`config.mk`:
```
export PLATFORM = sky130hd
export DESIGN_NAME = load_store_unit
export DESIGN_NICKNAME = d
export VERILOG_FILES = /design/src/rtl/lsu_pkg.sv /design/src/rtl/load_store_unit.sv
export SDC_FILE = /design/constraint.sdc
export NUM_CORES = 1
export LEC_CHECK = 0
export CAP_MARGIN = 10
export CORE_MARGIN = 5
export CORE_UTILIZATION = 39
export CTS_CLUSTER_SIZE = 16
export DETAILED_ROUTE_END_ITERATION = 8
export PLACE_DENSITY_LB_ADDON = 0.3
export SYNTH_ARGS = -nofsm -noshare
export SYNTH_HDL_FRONTEND = slang
export SYNTH_SLANG_ARGS = --single-unit
```
`constraint.sdc`:
```
create_clock -name clk -period 1.52 [get_ports clk]
set_input_delay 0.304 -clock clk [delete_from_list [all_inputs] [get_ports clk]]
set_output_delay 0.304 -clock clk [all_outputs]
set_load 0.005 [all_outputs]
```
`src/rtl/lsu_pkg.sv`:
```
// Shared definitions for the memory-access stage: op encodings, FSM states
// and the data-memory geometry.
package lsu_pkg;

    localparam int MEM_DEPTH = 256;

    typedef enum logic [1:0] {
        LSU_LB = 2'b00,
        LSU_SB = 2'b01,
        LSU_LH = 2'b10,
        LSU_SH = 2'b11
    } lsu_op_e;

    typedef enum logic [1:0] {
        IDLE  = 2'd0,
        BYTE0 = 2'd1,
        BYTE1 = 2'd2,
        RESP  = 2'd3
    } lsu_state_e;

    function automatic logic op_is_store(input lsu_op_e op);
        return op[0];
    endfunction

    function automatic logic op_is_half(input lsu_op_e op);
        return op[1];
    endfunction

endpackage

```
`src/rtl/load_store_unit.sv`:
```
// Memory-access stage: turns one LB/SB/LH/SH request into one or two
// single-byte memory cycles and returns load results over valid/ready.
module load_store_unit
    import lsu_pkg::*;
#(
    parameter int ADDR_W = $clog2(MEM_DEPTH),
    parameter int REG_W  = 3
) (
    input  logic              clk,
    input  logic              reset,
    input  logic              req_valid,
    output logic              req_ready,
    input  logic [1:0]        req_op,
    input  logic [ADDR_W-1:0] req_addr,
    input  logic [15:0]       req_wdata,
    input  logic [REG_W-1:0]  req_rd,
    output logic              rsp_valid,
    input  logic              rsp_ready,
    output logic [15:0]       rsp_data,
    output logic [REG_W-1:0]  rsp_rd,
    output logic              mem_write,
    output logic [ADDR_W-1:0] mem_address,
    output logic [7:0]        mem_datain,
    input  logic [7:0]        mem_dataout
);

    lsu_state_e        state_q;
    lsu_op_e           op_q;
    logic [7:0]        wdata_hi_q;
    logic              mem_write_q;
    logic [ADDR_W-1:0] mem_address_q;
    logic [7:0]        mem_datain_q;
    logic              rsp_valid_q;
    logic [15:0]       rsp_data_q;
    logic [REG_W-1:0]  rsp_rd_q;
    logic [ADDR_W-1:0] addr_hi_d;

    // mem_address still holds the low-byte address during BYTE0; wraps at the top.
    assign addr_hi_d = mem_address_q + ADDR_W'(1);

    always_ff @(posedge clk) begin
        if (reset) begin
            state_q       <= IDLE;
            mem_write_q   <= 1'b0;
            mem_address_q <= '0;
            mem_datain_q  <= '0;
            rsp_valid_q   <= 1'b0;
            rsp_data_q    <= '0;
            rsp_rd_q      <= '0;
        end else begin
            case (state_q)
                IDLE: begin
                    if (req_valid) begin
                        op_q          <= lsu_op_e'(req_op);
                        wdata_hi_q    <= req_wdata[15:8];
                        rsp_rd_q      <= req_rd;
                        mem_address_q <= req_addr;
                        mem_write_q   <= req_op[0];
                        mem_datain_q  <= req_wdata[7:0];
                        state_q       <= BYTE0;
                    end
                end
                BYTE0: begin
                    if (!op_is_store(op_q)) begin
                        rsp_data_q <= {8'h00, mem_dataout};
                    end
                    if (op_is_half(op_q)) begin
                        mem_address_q <= addr_hi_d;
                        mem_datain_q  <= wdata_hi_q;
                        state_q       <= BYTE1;
                    end else begin
                        mem_write_q <= 1'b0;
                        if (op_is_store(op_q)) begin
                            state_q <= IDLE;
                        end else begin
                            rsp_valid_q <= 1'b1;
                            state_q     <= RESP;
                        end
                    end
                end
                BYTE1: begin
                    mem_write_q <= 1'b0;
                    if (op_is_store(op_q)) begin
                        state_q <= IDLE;
                    end else begin
                        rsp_data_q[15:8] <= mem_dataout;
                        rsp_valid_q      <= 1'b1;
                        state_q          <= RESP;
                    end
                end
                RESP: begin
                    if (rsp_ready) begin
                        rsp_valid_q <= 1'b0;
                        state_q     <= IDLE;
                    end
                end
                default: state_q <= IDLE;
            endcase
        end
    end

    assign req_ready   = (state_q == IDLE);
    assign rsp_valid   = rsp_valid_q;
    assign rsp_data    = rsp_data_q;
    assign rsp_rd      = rsp_rd_q;
    assign mem_write   = mem_write_q;
    assign mem_address = mem_address_q;
    assign mem_datain  = mem_datain_q;

endmodule
```
==> results of run 1 <==
==> repair_timing <==
item | CTS | global route
resized for setup | 24 | 46
gates cloned | 0 | 3
pin swaps | 10 | 14
endpoints found under the setup margin | 24 | 42
setup buffers | 3 | 10
hold buffers | 0 | 0
==> state kept, by name, indices dropped and copies added, names as in the netlist <==
signal	flops
mem_address	8
mem_datain	8
mem_write	1
op_q	2
rsp_data	16
rsp_rd	3
rsp_valid	1
state_q	2
wdata_hi_q	8
==> cells by family (layout without fill, tap and decap cells) <==
family	after synthesis	count (layout)	synth area share (%)
AO/OA/AOI/OAI	51	51	16.35
multiplexers	18	18	8.654
buffers and inverters	16	126	3.546
AND/OR/NAND/NOR	67	67	15.93
adder cells (fa/ha/maj)	6	6	3.606
flip-flops	49	49	51.92
==> through the flow <==
| step | instance area [um2] | worst slack, ns | hold slack [ns] | total power [uW] |
|---|---|---|---|---|
| 4_1_cts | 3233 | -0.09706 | 0.4633 | 3356 |
| 6_report | 3522 | -0.2083 | 0.4594 | 3646 |
| 3_3_place_gp | 3085 | -0.2362 | 0.4451 | 2556 |
| 3_5_place_dp | 3085 | -0.2746 | 0.4521 | 2573 |
| 2_1_floorplan | 2097 | -0.02088 | 0.4029 | 2036 |
| 5_1_grt | 3522 | -0.2727 | 0.4945 | 3834 |
==> final cells by class <==
class                   count  area share (%)
repair buffers            113           32.47
well taps                  70           2.487
clock buffers               7           2.167
inverters                   5          0.6039
flip-flops and latches     49           31.30
clock inverters             1          0.2131
multi-input cells         142           30.76
==> Yosys cell counts (2+ instances only) <==
master	instances
nand2_1	11
a22oi_1	8
dfxtp_1	39
buf_2	2
nand3_1	5
a21oi_1	12
edfxtp_1	10
clkbuf_1	6
ha_1	6
o21ai_0	10
nor3b_1	2
mux2i_1	18
nor2b_1	7
nor2_2	2
inv_1	5
a211oi_1	9
nor2_1	29
o21a_1	2
a311oi_1	2
nor4_1	2
==> per-layer routing <==
metal  wire, um  vias up  part of all wire (%)
met5          0        -                     0
met4         99        0                   1.6
met3        302       13                   5.0
met2       3185       56                    52
met1       2497      933                    41
li1           -      962                     -
==> worst max-delay path, stage by stage, from the launching register on <==
cell and delay [ns]:
dfxtp_2 0.37, inv_2 0.07, ha_4 0.16, buf_6 0.12, buf_6 0.11, nor2_4 0.14, nor3_4 0.07, buf_6 0.13
clkbuf_16 0.15, buf_6 0.11, a211oi_2 0.21
==> final timing paths <==
path	from	to	slack, ns	cells after the start
setup / recovery	state_q[0]	mem_datain[6]	-0.21	10
hold / removal	rsp_rd[2]	rsp_rd[2]	0.46	2
setup reg to reg	state_q[0]	mem_datain[6]	-0.21	10
hold reg to reg	rsp_rd[2]	rsp_rd[2]	0.46	2
==> where the power goes <==
part | switching, uW | leakage, uW | internal (uW)
combinational | 564 | 0.000898 | 781
clock | 422 | 0.0000385 | 326
sequential | 88.6 | 0.000417 | 1460
total | 1070 | 0.00135 | 2570
==> flow_summary.toml, run 1 <==
[outcome]
status = "finished, violations left"
violations = "setup timing"

[yosys]
ys_dominant_reg_cell = "dfxtp_1"
yosysWarnings = 0
syn-cell-area_mm2 = 0.002082
postSynthAreaPerCell_um2 = 10.06
async_reset_ff_share_pct = 0
synth_seq_cells = 49
yosysSeqAreaShare_pct = 51.92
yosysTopAreaCell = "dfxtp_1"
synthesis.nets = 254
syn_inst = 207
synth_top_area_share_pct = 37.50
synth_edf_count = 10
synth_cell_types = 40
synthTopCellsByArea = "dfxtp_1 (38%), edfxtp_1 (14%), mux2i_1 (8.7%)"

[drt]
vias = 1964
drt_iter0_markers = 78
routed_wirelength_mm = 6.085
first_pass_iters = 4
post_drt_wl_per_cell_um = 15.72
avgViaCountPerCell = 5.075
postRouteAntennaNets = 0
drc_errors = 0

[timing]
rsz0062_at_grt = "yes"
fin_crit_sh_pct = 113.7
hold_viol_final = 0
finalSetupViolCount = 16
tns_ns = -1.908
max_freq_mhz = 578.6
fin_skew_ns = 0.006615
tightest_slew_ns = 0.3217
slew-limit-headroom_pct = 78.47
drv_slew = 0
worst_slack_ns = -0.2083
finalCriticalPeriod_ns = 1.728

[final_layout]
fin_cells = 387
most-common-layout-cells = "clkdlybuf4s50_1 (72), dfxtp_1 (28), nor2_1 (24)"
fillCellCount = 418
mostFrequentLayoutCell = "clkdlybuf4s50_1"
post-route-util_pct = 68.52
layout-drive-gt1-share_pct = 27.76
num_antenna_cells = 0
area_delta_synth_final_pct = 69.17
final-seq-area_mm2 = 0.001102
fin_nets = 363
multiInputGateArea_mm2 = 0.001084

[floorplanning]
rows = 26
die_w_um = 83.07
initial_utilization_pct = 40.51
ioPinCount = 79
coreArea_mm2 = 0.005140
die_h_um = 83.07
dieArea_mm2 = 0.006900

[clock_network]
numCtsBuffers = 5
cts_buffer_depth = 2
clock_latency_ns = 0.30
path_clk_slew_ns = 0.09
clockRootBuffer = "clkbuf_8"
clock-sinks = 49
cts_tree = "yes"
ctsHtreeMaxLevel = 2

[critical_path]
startpoint_type = "register"
crit_fanout = 6
cp_data_required_time_ns = 1.74
arrival_ns = 1.95
cp-end-kind = "register"
crit_type = "register to register"

[hold_path]
hold_path_class = "register to register"

[grt]
grt_use_total_pct = 15.54
grt_util_met3_pct = 4.950
busiest_layer = "met2"
overflow = 0
grt_pass1_vias = 1904
grt_antenna_before_repair = 0
grt_first_pass_wirelength_mm = 8.894
use_met2_pct = 28.13
grt_max_degree = 25
grt_use_met1_pct = 17.21

[placed_design]
placedCellCount = 364
gp_congestion = 0.7810
dp_hpwl_mm = 3.946
numPortBuffers = 78

[job]
max_cap_violations = 0

[power]
max-vdd-ir-drop_mv = 0.6676
p_per_area_mw_per_mm2 = 1035
p_leak_uw = 0.001354
No activity file was read; power rests on OpenSTA's default activity.
==> inputs of run 2 (changes only) <==
Settings changed: CORE_ASPECT_RATIO set to 2.
==> flow_summary.toml, run 2 (same netlist as run 1, synthesis figures left out) <==
[power]
p_sw_uw = 1070
seqPwrFrac_pct = 43.6
max-vdd-ir-drop_mv = 0.9607
finalPower_uw = 3587
intPower_uw = 2517
pwr-share-clk_pct = 20.9
switching_share_pct = 29.84
p_per_area_mw_per_mm2 = 1031
p_comb_share_pct = 35.5
p_leak_uw = 0.001352

[timing]
drv_slew = 0
finalSetupViolCount = 0
rsz0062_at_grt = "yes"
fin_skew_ns = 0.005594
hold_viol_final = 0
fin_crit_sh_pct = 99.69
slew-limit-headroom_pct = 78.71
tns_ns = 0
finalCriticalPeriod_ns = 1.515
tightest_slew_ns = 0.3193
max_freq_mhz = 660.0

[critical_path]
cp-end-kind = "register"
cp_slowest_cell = "dfxtp_4"
cpLargestDelayFamily = "flip-flops"
critical_path.cell_chain = "inv_4 -> ha_4 -> nor2b_4 -> nor3_4 -> buf_6 -> clkbuf_16 -> o21ai_0 -> a21oi_2"
arrival_ns = 1.75
crit_type = "register to register"
startpoint_type = "register"
cp_data_required_time_ns = 1.75
slowest_delay_ns = 0.40
path_buf_inv = 3
crit_fanout = 6

[job]
max_cap_violations = 0

[grt]
grt_pass1_vias = 2015
grt_first_pass_wirelength_mm = 9.197
grt_use_total_pct = 17.50
grt_antenna_before_repair = 0
overflow = 0
grt_max_degree = 26

[floorplanning]
ioPinCount = 79
coreArea_mm2 = 0.005185
die_w_um = 61.67
rows = 37
initial_utilization_pct = 40.15
dieArea_mm2 = 0.006988
die_h_um = 113.3

[placed_design]
numPortBuffers = 78
gp_congestion = 0.8698
dpl_cell_area_mm2 = 0.003078
dp_hpwl_mm = 4.341

[final_layout]
layout-drive-gt1-share_pct = 28.85
fillCellCount = 411
most-common-layout-cells = "clkdlybuf4s50_1 (70), nor2_1 (28), dfxtp_1 (25)"
fin_area_mm2 = 0.003481
fin_nets = 358
largest_reg_flops = 16
num_antenna_cells = 0
post-route-util_pct = 67.13
area_delta_synth_final_pct = 67.19
mostFrequentLayoutCell = "clkdlybuf4s50_1"

[drt]
avgViaCountPerCell = 5.319
vias = 1968
routed_wirelength_mm = 6.249
first_pass_iters = 5
postRouteAntennaNets = 0
post_drt_wl_per_cell_um = 16.89
drc_errors = 0
drt_iter0_markers = 126

[clock_network]
cts_tree = "yes"
clock_latency_ns = 0.30
cts_buffer_depth = 2
ctsHtreeMaxLevel = 2
path_clk_slew_ns = 0.09
clock-sinks = 49
numCtsBuffers = 5
clockRootBuffer = "clkbuf_8"
holdBufCountCts = 0

[outcome]
status = "complete, no violations"

[hold_path]
hold_path_class = "register to register"
[run 2: cell types whose count changed in the layout (fill, tap and decap cells not counted), sizes merged]
cell	before	now
buf	34	29
dlymetal6s2s	3	5
clkdlybuf4s50	72	70
[run 2: final cells by class]
cell class / instances / area [um2] / share of cell area (%)
inverter: 5 / 26.28 / 0.7549
clock buffer: 7 / 76.32 / 2.193
tap: 58 / 72.57 / 2.085
clock inverter: 1 / 7.507 / 0.2157
multi-input combinational: 142 / 1105 / 31.74
timing repair buffer: 108 / 1082 / 31.09
sequential: 49 / 1111 / 31.92
[run 2: power by group through the flow]
| stage | Combinational (uW) | Clock (uW) | Sequential (uW) |
|---|---|---|---|
| CTS | 1040 | 786 | 1550 |
| detailed placement | 1000 | 0 | 1570 |
| global placement | 987 | 0 | 1570 |
| floorplan | 466 | 0 | 1570 |
| finish | 1270 | 750 | 1570 |
| global route | 1370 | 842 | 1580 |
[run 2: metal layers]
layer	global-route usage, %	vias to the layer above	routed length [um]
met5	0	-	0
met4	7.507	0	268
met3	5.936	20	414
met2	31.77	70	3514
met1	16.68	926	2052
li1	-	952	-
[run 2: final timing paths]
path | from | end | slack, ns | cells after the start
worst max-delay path | state_q[0] | mem_address[5] | 0.005 | 8
worst min register to register | rsp_rd[1] | rsp_rd[1] | 0.46 | 2
worst max register to register | state_q[0] | mem_address[5] | 0.005 | 8
worst min-delay path | rsp_rd[1] | rsp_rd[1] | 0.46 | 2
[run 2: worst register-to-register path, delay by kind of cell, from the launching register on]
family          cells  cell delay, ns
fa+ha+maj           1            0.17
compound gates      2            0.25
simple gates        2            0.28
flops               1            0.40
buf+inv             3            0.36
[run 2: timing repair]
item                                    in CTS  in global routing
hold endpoints to repair                     0                  0
buffers inserted                             0                  6
endpoints found under the setup margin      34                 46
resized for setup                           30                 46
pin swaps                                    1                 15
gates cloned                                 0                  3
[run 2: stage by stage]
stage | hold WS [ns] | worst slack, ns | cells
6_report | 0.4598 | 0.004749 | 370
5_1_grt | 0.4878 | -0.07054 | 370
4_1_cts | 0.4613 | -0.03569 | 361
3_5_place_dp | 0.4490 | -0.2714 | 353
3_3_place_gp | 0.4434 | -0.2350 | 353
2_1_floorplan | 0.4029 | -0.02088 | 207
==> inputs of run 3 (changes only) <==
Settings changed: CORE_UTILIZATION 39 to 55, DONT_BUFFER_PORTS set to 1.
==> flow_summary.toml, run 3 (same netlist as run 1, synthesis figures left out) <==
[drt]
drt_iter0_markers = 35
routed_wirelength_mm = 5.669
first_pass_iters = 4
postRouteAntennaNets = 0
avgViaCountPerCell = 5.993
drc_errors = 0
vias = 1660
post_drt_wl_per_cell_um = 20.47

[critical_path]
cp_data_required_time_ns = 1.71
reg2reg_depth = 6
crit_fanout = 7
crit_type = "register to register"
r2r-end = "mem_address[4]"
rr_startpoint = "state_q[1]"
cp-end-kind = "register"
r2r_setup_slack_ns = -0.02
arrival_ns = 1.73
startpoint_type = "register"

[timing]
slew-limit-headroom_pct = 76.27
hold_viol_final = 0
drv_slew = 0
worst_slack_ns = -0.02466
finalCriticalPeriod_ns = 1.545
finalSetupViolCount = 5
hold_ws_ns = 0.07147
fin_crit_sh_pct = 101.6
tightest_slew_ns = 0.3550
tns_ns = -0.08501
max_freq_mhz = 647.4
fin_skew_ns = 0.003353
rsz0062_at_grt = "yes"

[final_layout]
layout-drive-gt1-share_pct = 30.70
fillCellCount = 282
num_antenna_cells = 0
most-common-layout-cells = "dfxtp_1 (37), nor2_1 (25), buf_4 (17)"
fin_nets = 274
mostFrequentLayoutCell = "dfxtp_1"
area_delta_synth_final_pct = 25.90
largest_reg_flops = 16

[power]
pwr-share-clk_pct = 26.4
max-vdd-ir-drop_mv = 1.035
p_leak_uw = 0.0009546
p_sw_uw = 970.0
seqPwrFrac_pct = 46.8
intPower_uw = 2399
p_comb_share_pct = 26.8
p_per_area_mw_per_mm2 = 1285
switching_share_pct = 28.79

[grt]
grt_first_pass_wirelength_mm = 8.321
grt_pass1_vias = 1723
grt_use_total_pct = 21.43
overflow = 0
grt_antenna_before_repair = 0
grt_max_degree = 42

[placed_design]
gp_congestion = 0.7530
dp_hpwl_mm = 4.027
place_ws_ns = -0.1805
numPortBuffers = 0

[job]
max_cap_violations = 0

[clock_network]
ctsHtreeMaxLevel = 2
path_clk_slew_ns = 0.08
clock_latency_ns = 0.29
clock-sinks = 49
numCtsBuffers = 5
cts_tree = "yes"
clockRootBuffer = "clkbuf_8"
cts_buffer_depth = 2

[floorplanning]
rows = 31
initial_utilization_pct = 57.10
die_h_um = 97.01
coreArea_mm2 = 0.003646
dieArea_mm2 = 0.005191
ioPinCount = 79
die_w_um = 53.51

[hold_path]
min_to = "rsp_rd[2]"
hold_start = "reset"
hold_path_class = "input pin to register"
holdPathStages = 1

[outcome]
status = "finished, violations left"
violations = "setup timing"
run 3: cell types whose count changed in the layout (fill, tap and decap cells not counted), moves of 3 or more:
| cell | delta |
|---|---|
| nor2_1 | -3 |
| buf_4 | -6 |
| o21ai_1 | +4 |
| nor2_2 | +4 |
| a211oi_1 | +3 |
| dfxtp_4 | -4 |
| clkdlybuf4s50_1 | -70 |
| dlymetal6s2s_1 | -5 |
| a211oi_2 | -3 |
| dfxtp_1 | +12 |
| dfxtp_2 | -8 |
run 3: how the worst max path moves through the flow:
stage               cells after the start        endpoint       start
floorplan                               7  mem_address[2]  state_q[1]
global placement                        6  mem_address[7]  state_q[1]
detailed placement                      6  mem_address[5]  state_q[1]
CTS                                     6  mem_address[4]  state_q[1]
global route                            8  mem_address[7]  state_q[1]
finish                                  6  mem_address[4]  state_q[1]
run 3: worst max-delay path: stages, from the launching register on:
cell	delay, ns
dfxtp_2	0.38
inv_4	0.06
ha_4	0.17
nor2b_4	0.14
or3_4	0.44
o21ai_2	0.17
a21oi_1	0.08
run 3: per-layer routing:
layer | vias up | GRT usage, % | wire length (um)
met1 | 795 | 19.53 | 1753
li1 | 779 | - | -
met5 | - | 0 | 0
met4 | 0 | 10.04 | 187
met3 | 15 | 6.615 | 383
met2 | 71 | 39.55 | 3345
run 3: power by group through the flow:
stage	combinational [uW]	sequential [uW]	clock, uW
2_1_floorplan	466	1570	0
3_3_place_gp	626	1580	0
3_5_place_dp	665	1590	0
4_1_cts	697	1560	905
5_1_grt	965	1590	967
6_report	902	1580	891
run 3: metrics by stage:
stage / power (uW) / cells / cell area [um2] / utilization [%]
floorplan: 2036 / 207 / 2097 / -
global placement: 2210 / 265 / 2278 / 62.49
detailed placement: 2258 / 265 / 2278 / 62.49
CTS: 3167 / 273 / 2417 / 66.30
global route: 3522 / 277 / 2621 / 71.89
finish: 3369 / 277 / 2621 / 71.89
run 3: final cells by class:
| cell class | instances | area, um2 | area share, % |
|---|---|---|---|
| Multi-Input combinational cell | 142 | 1091 | 41.62 |
| Sequential cell | 49 | 1086 | 41.43 |
| Timing Repair Buffer | 24 | 251.5 | 9.594 |
| Clock buffer | 6 | 72.57 | 2.769 |
| Tap cell | 49 | 61.31 | 2.339 |
| Clock inverter | 2 | 35.03 | 1.337 |
| Inverter | 5 | 23.77 | 0.9069 |
run 3: repair_timing:
action | in CTS | in global routing
hold buffers | 0 | 0
pin swaps | 0 | 15
setup endpoints to repair | 16 | 27
gates cloned | 0 | 2
setup buffers | 0 | 2
gates resized for setup | 10 | 37
